==> src/rtl/adam_pause_sequencer.sv <==
// Fans one upstream pause handshake out to NO_MSTS downstream handshakes,
// issuing them group by group with an optional reversed resume order and a per-group watchdog.
module adam_pause_sequencer #(
  parameter int          NO_MSTS        = 8,
  parameter int          GROUP_SIZE     = NO_MSTS,
  parameter bit          REVERSE_RESUME = 1'b1,
  parameter int unsigned TIMEOUT        = 0
) (
  input  logic                                        clk,
  input  logic                                        rst,
  input  logic                                        slv_req,
  output logic                                        slv_ack,
  output logic [NO_MSTS-1:0]                          mst_req,
  input  logic [NO_MSTS-1:0]                          mst_ack,
  input  logic [NO_MSTS-1:0]                          en,
  output logic                                        busy,
  output logic                                        timeout,
  output logic [(NO_MSTS > 1 ? $clog2(NO_MSTS) : 1)-1:0] timeout_idx
);

  localparam int NO_GROUPS = (NO_MSTS + GROUP_SIZE - 1) / GROUP_SIZE;
  localparam int GW        = (NO_GROUPS > 1) ? $clog2(NO_GROUPS) : 1;
  localparam int IW        = (NO_MSTS > 1) ? $clog2(NO_MSTS) : 1;
  localparam int CW        = (TIMEOUT > 0) ? $clog2(TIMEOUT + 1) : 1;

  localparam logic [GW-1:0] LAST_GRP = GW'(NO_GROUPS - 1);
  localparam logic [CW-1:0] TO_VAL   = CW'(TIMEOUT);

  typedef enum logic {
    S_IDLE,
    S_WAIT
  } state_t;

  state_t             r_state, w_state_nxt;
  logic               r_dir, w_dir_nxt;
  logic [NO_MSTS-1:0] r_emask, w_emask_nxt;
  logic [NO_MSTS-1:0] r_mst_req, w_mst_req_nxt;
  logic [GW-1:0]      r_grp, w_grp_nxt;
  logic [CW-1:0]      r_cnt, w_cnt_nxt;
  logic               r_slv_ack, w_slv_ack_nxt;
  logic               r_busy, w_busy_nxt;
  logic               r_timeout, w_timeout_nxt;
  logic [IW-1:0]      r_timeout_idx, w_timeout_idx_nxt;

  logic               w_fwd;
  logic [GW-1:0]      w_first_grp;
  logic [GW-1:0]      w_last_grp;
  logic [GW-1:0]      w_grp_step;
  logic [NO_MSTS-1:0] w_pend;
  logic               w_grp_done;
  logic [IW-1:0]      w_pend_idx;
  logic               w_pend_found;
  logic [CW-1:0]      w_cnt_inc;

  function automatic logic [NO_MSTS-1:0] grp_mask(input logic [GW-1:0] g);
    logic [NO_MSTS-1:0] m;
    m = '0;
    for (int unsigned i = 0; i < NO_MSTS; i++) begin
      m[i] = (GW'(i / GROUP_SIZE) == g);
    end
    return m;
  endfunction

  // Only the masked channels take the new direction; all others hold their request.
  function automatic logic [NO_MSTS-1:0] issue(input logic [NO_MSTS-1:0] cur,
                                               input logic [NO_MSTS-1:0] mask,
                                               input logic               dir);
    return (cur & ~mask) | ({NO_MSTS{dir}} & mask);
  endfunction

  assign w_fwd       = r_dir || !REVERSE_RESUME;
  assign w_first_grp = (!slv_req && REVERSE_RESUME) ? LAST_GRP : '0;
  assign w_last_grp  = w_fwd ? LAST_GRP : '0;
  assign w_grp_step  = w_fwd ? (r_grp + 1'b1) : (r_grp - 1'b1);
  assign w_pend      = r_emask & grp_mask(r_grp) & (mst_ack ^ {NO_MSTS{r_dir}});
  assign w_grp_done  = ~|w_pend;
  assign w_cnt_inc   = r_cnt + 1'b1;

  always_comb begin
    w_pend_idx   = '0;
    w_pend_found = 1'b0;
    for (int unsigned i = 0; i < NO_MSTS; i++) begin
      if (w_pend[i] && !w_pend_found) begin
        w_pend_idx   = IW'(i);
        w_pend_found = 1'b1;
      end
    end
  end

  always_ff @(posedge clk) begin
    if (!rst) begin
      r_state       <= S_IDLE;
      r_dir         <= 1'b1;
      r_emask       <= '1;
      r_mst_req     <= '1;
      r_grp         <= '0;
      r_cnt         <= '0;
      r_slv_ack     <= 1'b1;
      r_busy        <= 1'b0;
      r_timeout     <= 1'b0;
      r_timeout_idx <= '0;
    end else begin
      r_state       <= w_state_nxt;
      r_dir         <= w_dir_nxt;
      r_emask       <= w_emask_nxt;
      r_mst_req     <= w_mst_req_nxt;
      r_grp         <= w_grp_nxt;
      r_cnt         <= w_cnt_nxt;
      r_slv_ack     <= w_slv_ack_nxt;
      r_busy        <= w_busy_nxt;
      r_timeout     <= w_timeout_nxt;
      r_timeout_idx <= w_timeout_idx_nxt;
    end
  end

  always_comb begin
    w_state_nxt       = r_state;
    w_dir_nxt         = r_dir;
    w_emask_nxt       = r_emask;
    w_mst_req_nxt     = r_mst_req;
    w_grp_nxt         = r_grp;
    w_cnt_nxt         = r_cnt;
    w_slv_ack_nxt     = r_slv_ack;
    w_busy_nxt        = r_busy;
    w_timeout_nxt     = r_timeout;
    w_timeout_idx_nxt = r_timeout_idx;

    case (r_state)
      S_IDLE: begin
        if (slv_req != r_slv_ack) begin
          w_state_nxt   = S_WAIT;
          w_dir_nxt     = slv_req;
          w_emask_nxt   = en;
          w_grp_nxt     = w_first_grp;
          w_mst_req_nxt = issue(r_mst_req, en & grp_mask(w_first_grp), slv_req);
          w_busy_nxt    = 1'b1;
          w_timeout_nxt = 1'b0;
          w_cnt_nxt     = '0;
        end
      end

      S_WAIT: begin
        if (!w_grp_done) begin
          // Saturating watchdog; the flag is raised on the edge the count reaches TIMEOUT.
          if (TIMEOUT != 0 && r_cnt != TO_VAL) begin
            w_cnt_nxt = w_cnt_inc;
            if (w_cnt_inc == TO_VAL) begin
              w_timeout_nxt     = 1'b1;
              w_timeout_idx_nxt = w_pend_idx;
            end
          end
        end else if (r_grp != w_last_grp) begin
          w_grp_nxt     = w_grp_step;
          w_mst_req_nxt = issue(r_mst_req, r_emask & grp_mask(w_grp_step), r_dir);
          w_cnt_nxt     = '0;
        end else begin
          w_slv_ack_nxt = r_dir;
          w_busy_nxt    = 1'b0;
          w_state_nxt   = S_IDLE;
        end
      end

      default: w_state_nxt = S_IDLE;
    endcase
  end

  assign slv_ack     = r_slv_ack;
  assign mst_req     = r_mst_req;
  assign busy        = r_busy;
  assign timeout     = r_timeout;
  assign timeout_idx = r_timeout_idx;

endmodule

==> config.mk <==
export PLATFORM = sky130hd
export DESIGN_NAME = adam_pause_sequencer
export DESIGN_NICKNAME = d
export VERILOG_FILES = /design/src/rtl/adam_pause_sequencer.sv
export SDC_FILE = /design/constraint.sdc
export NUM_CORES = 1
export LEC_CHECK = 0
export CAP_MARGIN = 20
export CORE_AREA = 2 2 44 66
export DETAILED_ROUTE_END_ITERATION = 12
export DIE_AREA = 0 0 46 68
export PLACE_DENSITY = 0.77
export SLEW_MARGIN = 5
export SYNTH_ARGS = -nofsm -noshare
export SYNTH_HDL_FRONTEND = slang
export SYNTH_SLANG_ARGS = --single-unit
==> constraint.sdc <==
create_clock -name clk -period 1.4 [get_ports clk]
set_input_delay 0.14 -clock clk [delete_from_list [all_inputs] [get_ports clk]]
set_output_delay 0.14 -clock clk [all_outputs]
set_load 0.005 [all_outputs]
==> results of run 1 <==
## how the worst max path moves through the flow
stage / start / to / slack (ns) / cells after the start
after floorplan: r_dir$_SDFFE_PN1P_ / r_state$_SDFF_PN0_ / -0.05 / 5
final: r_dir$_SDFFE_PN1P_ / r_state$_SDFF_PN0_ / -0.1 / 5
after global routing: r_dir$_SDFFE_PN1P_ / r_state$_SDFF_PN0_ / -0.13 / 5
after global placement: mst_ack[0] / r_state$_SDFF_PN0_ / -0.27 / 5
after CTS: r_dir$_SDFFE_PN1P_ / slv_ack$_SDFFE_PN1P_ / -0.1 / 4
after detailed placement: mst_ack[0] / r_state$_SDFF_PN0_ / -0.32 / 5
## flip-flops by register name (all words and copies together), names as in the netlist
register and flops:
r_state 1, busy 1, r_dir 1, slv_ack 1, mst_req 8, r_emask 8
## power by group through the flow
stage          logic [µW]  clock network, µW  registers, µW
3_5_place_dp          322                  0            677
3_3_place_gp          317                  0            673
6_report              375                375            667
4_1_cts               343                379            663
5_1_grt               408                406            675
2_1_floorplan         169                  0            668
## stage by stage
step / setup WS (ns) / total power [µW] / util
2_1_floorplan: -0.0453 / 836 / -
3_3_place_gp: -0.271 / 990 / 0.504
3_5_place_dp: -0.318 / 999 / 0.504
4_1_cts: -0.0968 / 1390 / 0.532
5_1_grt: -0.131 / 1490 / 0.560
6_report: -0.0955 / 1420 / 0.560
## layout by cell type (no fill, tap or decap), drive strengths merged
cell type	Yosys	routed
xor2	5	5
inv	2	2
mux2i	8	8
o211ai	1	1
nor2b	2	2
nor2	2	2
and2	1	1
a21boi	7	7
buf	7	11
nand2	18	18
o21ai	11	11
clkbuf	3	3
o21a	1	1
and2b	1	1
o41a	1	1
a22o	2	2
conb	1	4
a31oi	2	2
nand3	1	1
dfxtp	20	20
nor4b	1	1
dlymetal6s2s	0	1
clkdlybuf4s50	0	27
a21oi	8	8
a221oi	3	3
nand2b	4	4
## critical path, stage by stage (launching register included)
cell,delay [ns]
dfxtp_4,0.38
buf_6,0.13
a221oi_4,0.21
a31oi_4,0.08
o41a_1,0.42
o21a_1,0.17
## final cells by class
class | count | area, µm² | share of cell area
Sequential cell | 20 | 405 | 0.280
Inverter | 2 | 7.51 | 0.00518
Tap cell | 25 | 31.3 | 0.0216
Multi-Input combinational cell | 83 | 592 | 0.408
Clock buffer | 3 | 41.3 | 0.0285
Timing Repair Buffer | 39 | 373 | 0.257
## kinds of logic after synthesis
family	Yosys count
AOI/OAI and AO/OA	36
and+or+nand+nor	30
buffers and inverters	12
xor gates and xnor gates	5
DFF	20
muxes	8
other	1
## per-layer routing
layer,track usage,vias to the layer above,routed length [µm]
met5,0,-,0
met4,0.0964,0,49
met3,0.0264,4,52
met2,0.286,20,1320
met1,0.193,451,1060
li1,-,452,-
## timing repair
| action | in CTS | in global routing |
|---|---|---|
| hold buffers | 0 | 0 |
| setup buffers | 1 | 1 |
| gates resized for setup | 8 | 11 |
| endpoints found under the setup margin | 9 | 5 |
| pin swaps | 1 | 2 |
==> flow_summary.toml, run 1 <==
[status]
status = "finished, violations left"
violations = "setup timing"

[synthesis]
syn-cell-area_um2 = 976
synth_compound_area_frac = 0.236
seq_area_frac_synth = 0.410
synth.area.top_cells = "dfxtp_1 41%, mux2i_1 8.2%, nand2_1 6.9%"
synth_commonest_cells = "20 x dfxtp_1, 18 x nand2_1, 11 x o21ai_0, 8 x a21oi_1, 8 x mux2i_1"
synth-async-reset-ratio = 0
synth_top_family_by_area = "compound AO/OA/AOI/OAI gates"
synth_seq_cells = 20
synth_top_area_cell = "dfxtp_1"
yosysMostFrequentCell = "dfxtp_1"
synth-simple-area-share = 0.151
synthFlopType = "dfxtp_1"
syn_avg_cell_area_um2 = 8.71
yosys.area.top_type_share = 0.410
synth_cell_type_count = 26
syn_inst = 112
yosysWarnings = 0
yosys.area_share.xor_xnor = 0.0449
synthMuxAreaShare = 0.0821
synth_edf_count = 0
synthAdderAreaFrac = 0

[routing]
vias_per_cell = 5.39
wl_per_cell_um = 14.4
drt_iter0_markers = 19
vias = 927
first_pass_iters = 4
wl_mm = 2.48
antenna_left = 0
drc = 0

[global_routing]
grt_pass1_wl_mm = 3.82
antenna_found_initial = 0
grt.overflow.total = 0
grt_pass1_vias = 860
grt_start_max_net_pins = 11
globalRouteTotalUtil = 0.169

[die]
core_area_um2 = 2590
rows = 23
dieArea_um2 = 3130
ioPinCount = 33
initial_core_util = 0.377
fp.dieH_um = 68
die_w_um = 46

[clocking]
numClockSinks = 20
cts_tree = "built"
cts_buffers = 3
cts.clk_slew.worst_paths_ns = 0.07
clkLatencyLatePin_ns = 0.25
clockBufferDepth = 2
cts_max_level = 1
clockRootBuffer = "clkbuf_8"

[power_and_ir_drop]
power_frac_clock = 0.264
power.share.combinational = 0.265
switching_power_uw = 391
ir_worst_vdd_mv = 0.631
swShare = 0.276
power_density_nw_per_um2 = 978
power.internal_uw = 1030
p_seq_frac = 0.471
leakagePower_uw = 0.000591

[place]
dpl.hpwl_mm = 1.72
post-place-cells = 167
io_buffer_count = 28
placed_cell_area_um2 = 1310
gp_congestion = 0.834

[sta]
final_hold_viol_count = 0
finalCritPeriodShare = 1.07
setup_viol_count_final = 2
min_period_ns = 1.50
fin_tns_setup_ns = -0.174
finClkSkew_ns = 0.00363
slew_violations = 0
rsz0062_at_grt = "true"
fin_ws_ns = -0.0955
hold_ws_ns = 0.476
clock.fmax_mhz = 669

[setup_path]
rrSetupSlack_ns = -0.1
end_kind = "flop"
cp.arrival_ns = 1.65
start_kind = "flop"
r2r_cells = 5
r2r_start = "r_dir$_SDFFE_PN1P_"
cp_max_fo = 6
crit_required_ns = 1.55
worstSetupPathType = "flop to flop"
r2r_end = "r_state$_SDFF_PN0_"

[finish]
final_nets = 168
antenna_cells = 0
stdcell_count = 172
syn_to_final_growth_pct = 48.6
design_area_um2 = 1450
drive_above_1_share = 0.170
nFillCells = 204

[min_path]
min_delay_path_depth = 2
min_to = "busy$_SDFFE_PN0P_"
min_path_type = "flop to flop"
hp-start = "busy$_SDFFE_PN0P_"

[job]
maxCapViolCount = 0
(Power assumes the default switching activity.)
==> run 2: changes to the inputs <==
--- a/config.mk
+++ b/config.mk
@@ -9,7 +9,8 @@
 export CORE_AREA = 2 2 44 66
 export DETAILED_ROUTE_END_ITERATION = 12
 export DIE_AREA = 0 0 46 68
-export PLACE_DENSITY = 0.77
+export PLACE_DENSITY = 0.71
+export SKIP_CTS_REPAIR_TIMING = 1
 export SLEW_MARGIN = 5
 export SYNTH_ARGS = -nofsm -noshare
 export SYNTH_HDL_FRONTEND = slang
==> run 2 against run 1 <==
Net effect:
- sequential cell count is the same
- maximum frequency grew 1.2%
- non-clock buffer count is the same
- final cell count grew 0.58%
- die area is the same
- sequential power shrank 0.6%
- the run still ends with setup timing left
==> flow_summary.toml, run 2 (synthesis gave the netlist of run 1 again) <==
[routing]
first_pass_iters = 4
vias_per_cell = 5.21
wl_mm = 2.33
drt_iter0_markers = 14
vias = 901
wl_per_cell_um = 13.5
antenna_left = 0
drc = 0

[power_and_ir_drop]
p_total_uw = 1450
leakagePower_uw = 0.000586
power_density_nw_per_um2 = 1030
ir_worst_vdd_mv = 0.550

[global_routing]
antenna_found_initial = 0
use_met3 = 0.0158
grt.overflow.total = 0
grtUsageMet2 = 0.259
grt_start_max_net_pins = 12
globalRouteTotalUtil = 0.162
use_met1 = 0.196
busiest_layer = "met2"
grt_pass1_wl_mm = 3.77
grt_pass1_vias = 867

[finish]
nFillCells = 240
multi_input_area_um2 = 544
antenna_cells = 0
drive_above_1_share = 0.155
final_nets = 168
seq_area_um2 = 404
syn_to_final_growth_pct = 45.0
final_cell_mix = "27 x clkdlybuf4s50_1, 19 x dfxtp_1, 18 x nand2_1"
final_common_cell = "clkdlybuf4s50_1"

[setup_path]
cp.arrival_ns = 1.64
worst-path-buf-inv = 0
worstSetupPathType = "flop to flop"
crit_required_ns = 1.56
cp_max_fo = 6
slowest_stage = "o41a_1"
cpPeakStageDelay_ns = 0.41
start_kind = "flop"
cp_top_family = "compound AO/OA/AOI/OAI gates"
end_kind = "flop"
worstPathCellList = "xor2_1 > a22o_1 > o41a_1 > o21a_1"

[sta]
min_period_ns = 1.48
finalCritPeriodShare = 1.06
slew_violations = 0
final_hold_viol_count = 0
hold_ws_ns = 0.321
setup_viol_count_final = 4
fin_ws_ns = -0.0783
rsz0062_at_grt = "true"
finClkSkew_ns = 0.00474
clock.fmax_mhz = 676

[clocking]
cts_max_level = 1
numClockSinks = 20
clockRootBuffer = "clkbuf_8"
clockBufferDepth = 2
clkLatencyLatePin_ns = 0.26
cts_buffers = 3
cts.clk_slew.worst_paths_ns = 0.07
cts_tree = "built"

[place]
gp_congestion = 0.838
io_buffer_count = 28
dpl.hpwl_mm = 1.72
pre_cts_slack_ns = -0.286

[die]
dieArea_um2 = 3130
fp.dieH_um = 68
core_area_um2 = 2590
rows = 23
die_w_um = 46
initial_core_util = 0.377
ioPinCount = 33

[min_path]
min_path_type = "input pin to flop"

[status]
violations = "setup timing"
status = "finished, violations left"

[job]
maxCapViolCount = 0
## run 2: metal layers
layer	routed length, µm	vias up
met2	1220	21
met1	981	419
met4	61	0
met3	74	7
met5	0	-
li1	-	454
## run 2: worst min-delay path, stage by stage
cell	delay, ns
dlymetal6s2s_1	0.19
nor2_1	0.11
o21ai_0	0.08
## run 2: area by class of cell
cell class,instances,area share
repair buffers,39,0.263
clock buffers,4,0.0389
well taps,25,0.0221
flip-flops and latches,20,0.286
multi-input cells,83,0.385
inverters,2,0.00531
## run 2: final timing paths
| check | to | slack [ns] | cells past startpoint | from |
|---|---|---|---|---|
| min | mst_req[6]$_SDFFE_PN1P_ | 0.32 | 3 | slv_req |
| max reg2reg | r_state$_SDFF_PN0_ | -0.08 | 4 | r_dir$_SDFFE_PN1P_ |
| min reg2reg | busy$_SDFFE_PN0P_ | 0.48 | 2 | busy$_SDFFE_PN0P_ |
| max | r_state$_SDFF_PN0_ | -0.08 | 4 | r_dir$_SDFFE_PN1P_ |
## run 2: through the flow
stage          utilization  instances  area [µm²]  TNS (ns)
2_1_floorplan            -        115         988   -0.0453
3_3_place_gp         0.510        169        1320     -3.25
3_5_place_dp         0.510        169        1320     -3.78
4_1_cts              0.531        173        1380    -0.403
5_1_grt              0.546        173        1420    -0.458
6_report             0.546        173        1420    -0.154
## run 2: power by group
group | switching, µW | internal, µW
logic | 143 | 203
clock network | 195 | 250
registers | 41.4 | 622
==> run 3: changes to the inputs <==
--- a/config.mk
+++ b/config.mk
@@ -11,7 +11,7 @@
 export DIE_AREA = 0 0 46 68
 export PLACE_DENSITY = 0.71
 export SKIP_CTS_REPAIR_TIMING = 1
-export SLEW_MARGIN = 5
+export SLEW_MARGIN = 30
 export SYNTH_ARGS = -nofsm -noshare
 export SYNTH_HDL_FRONTEND = slang
 export SYNTH_SLANG_ARGS = --single-unit
==> results of run 3 <==
No change in the layout: final DEF, timing and power equal those of run 2.
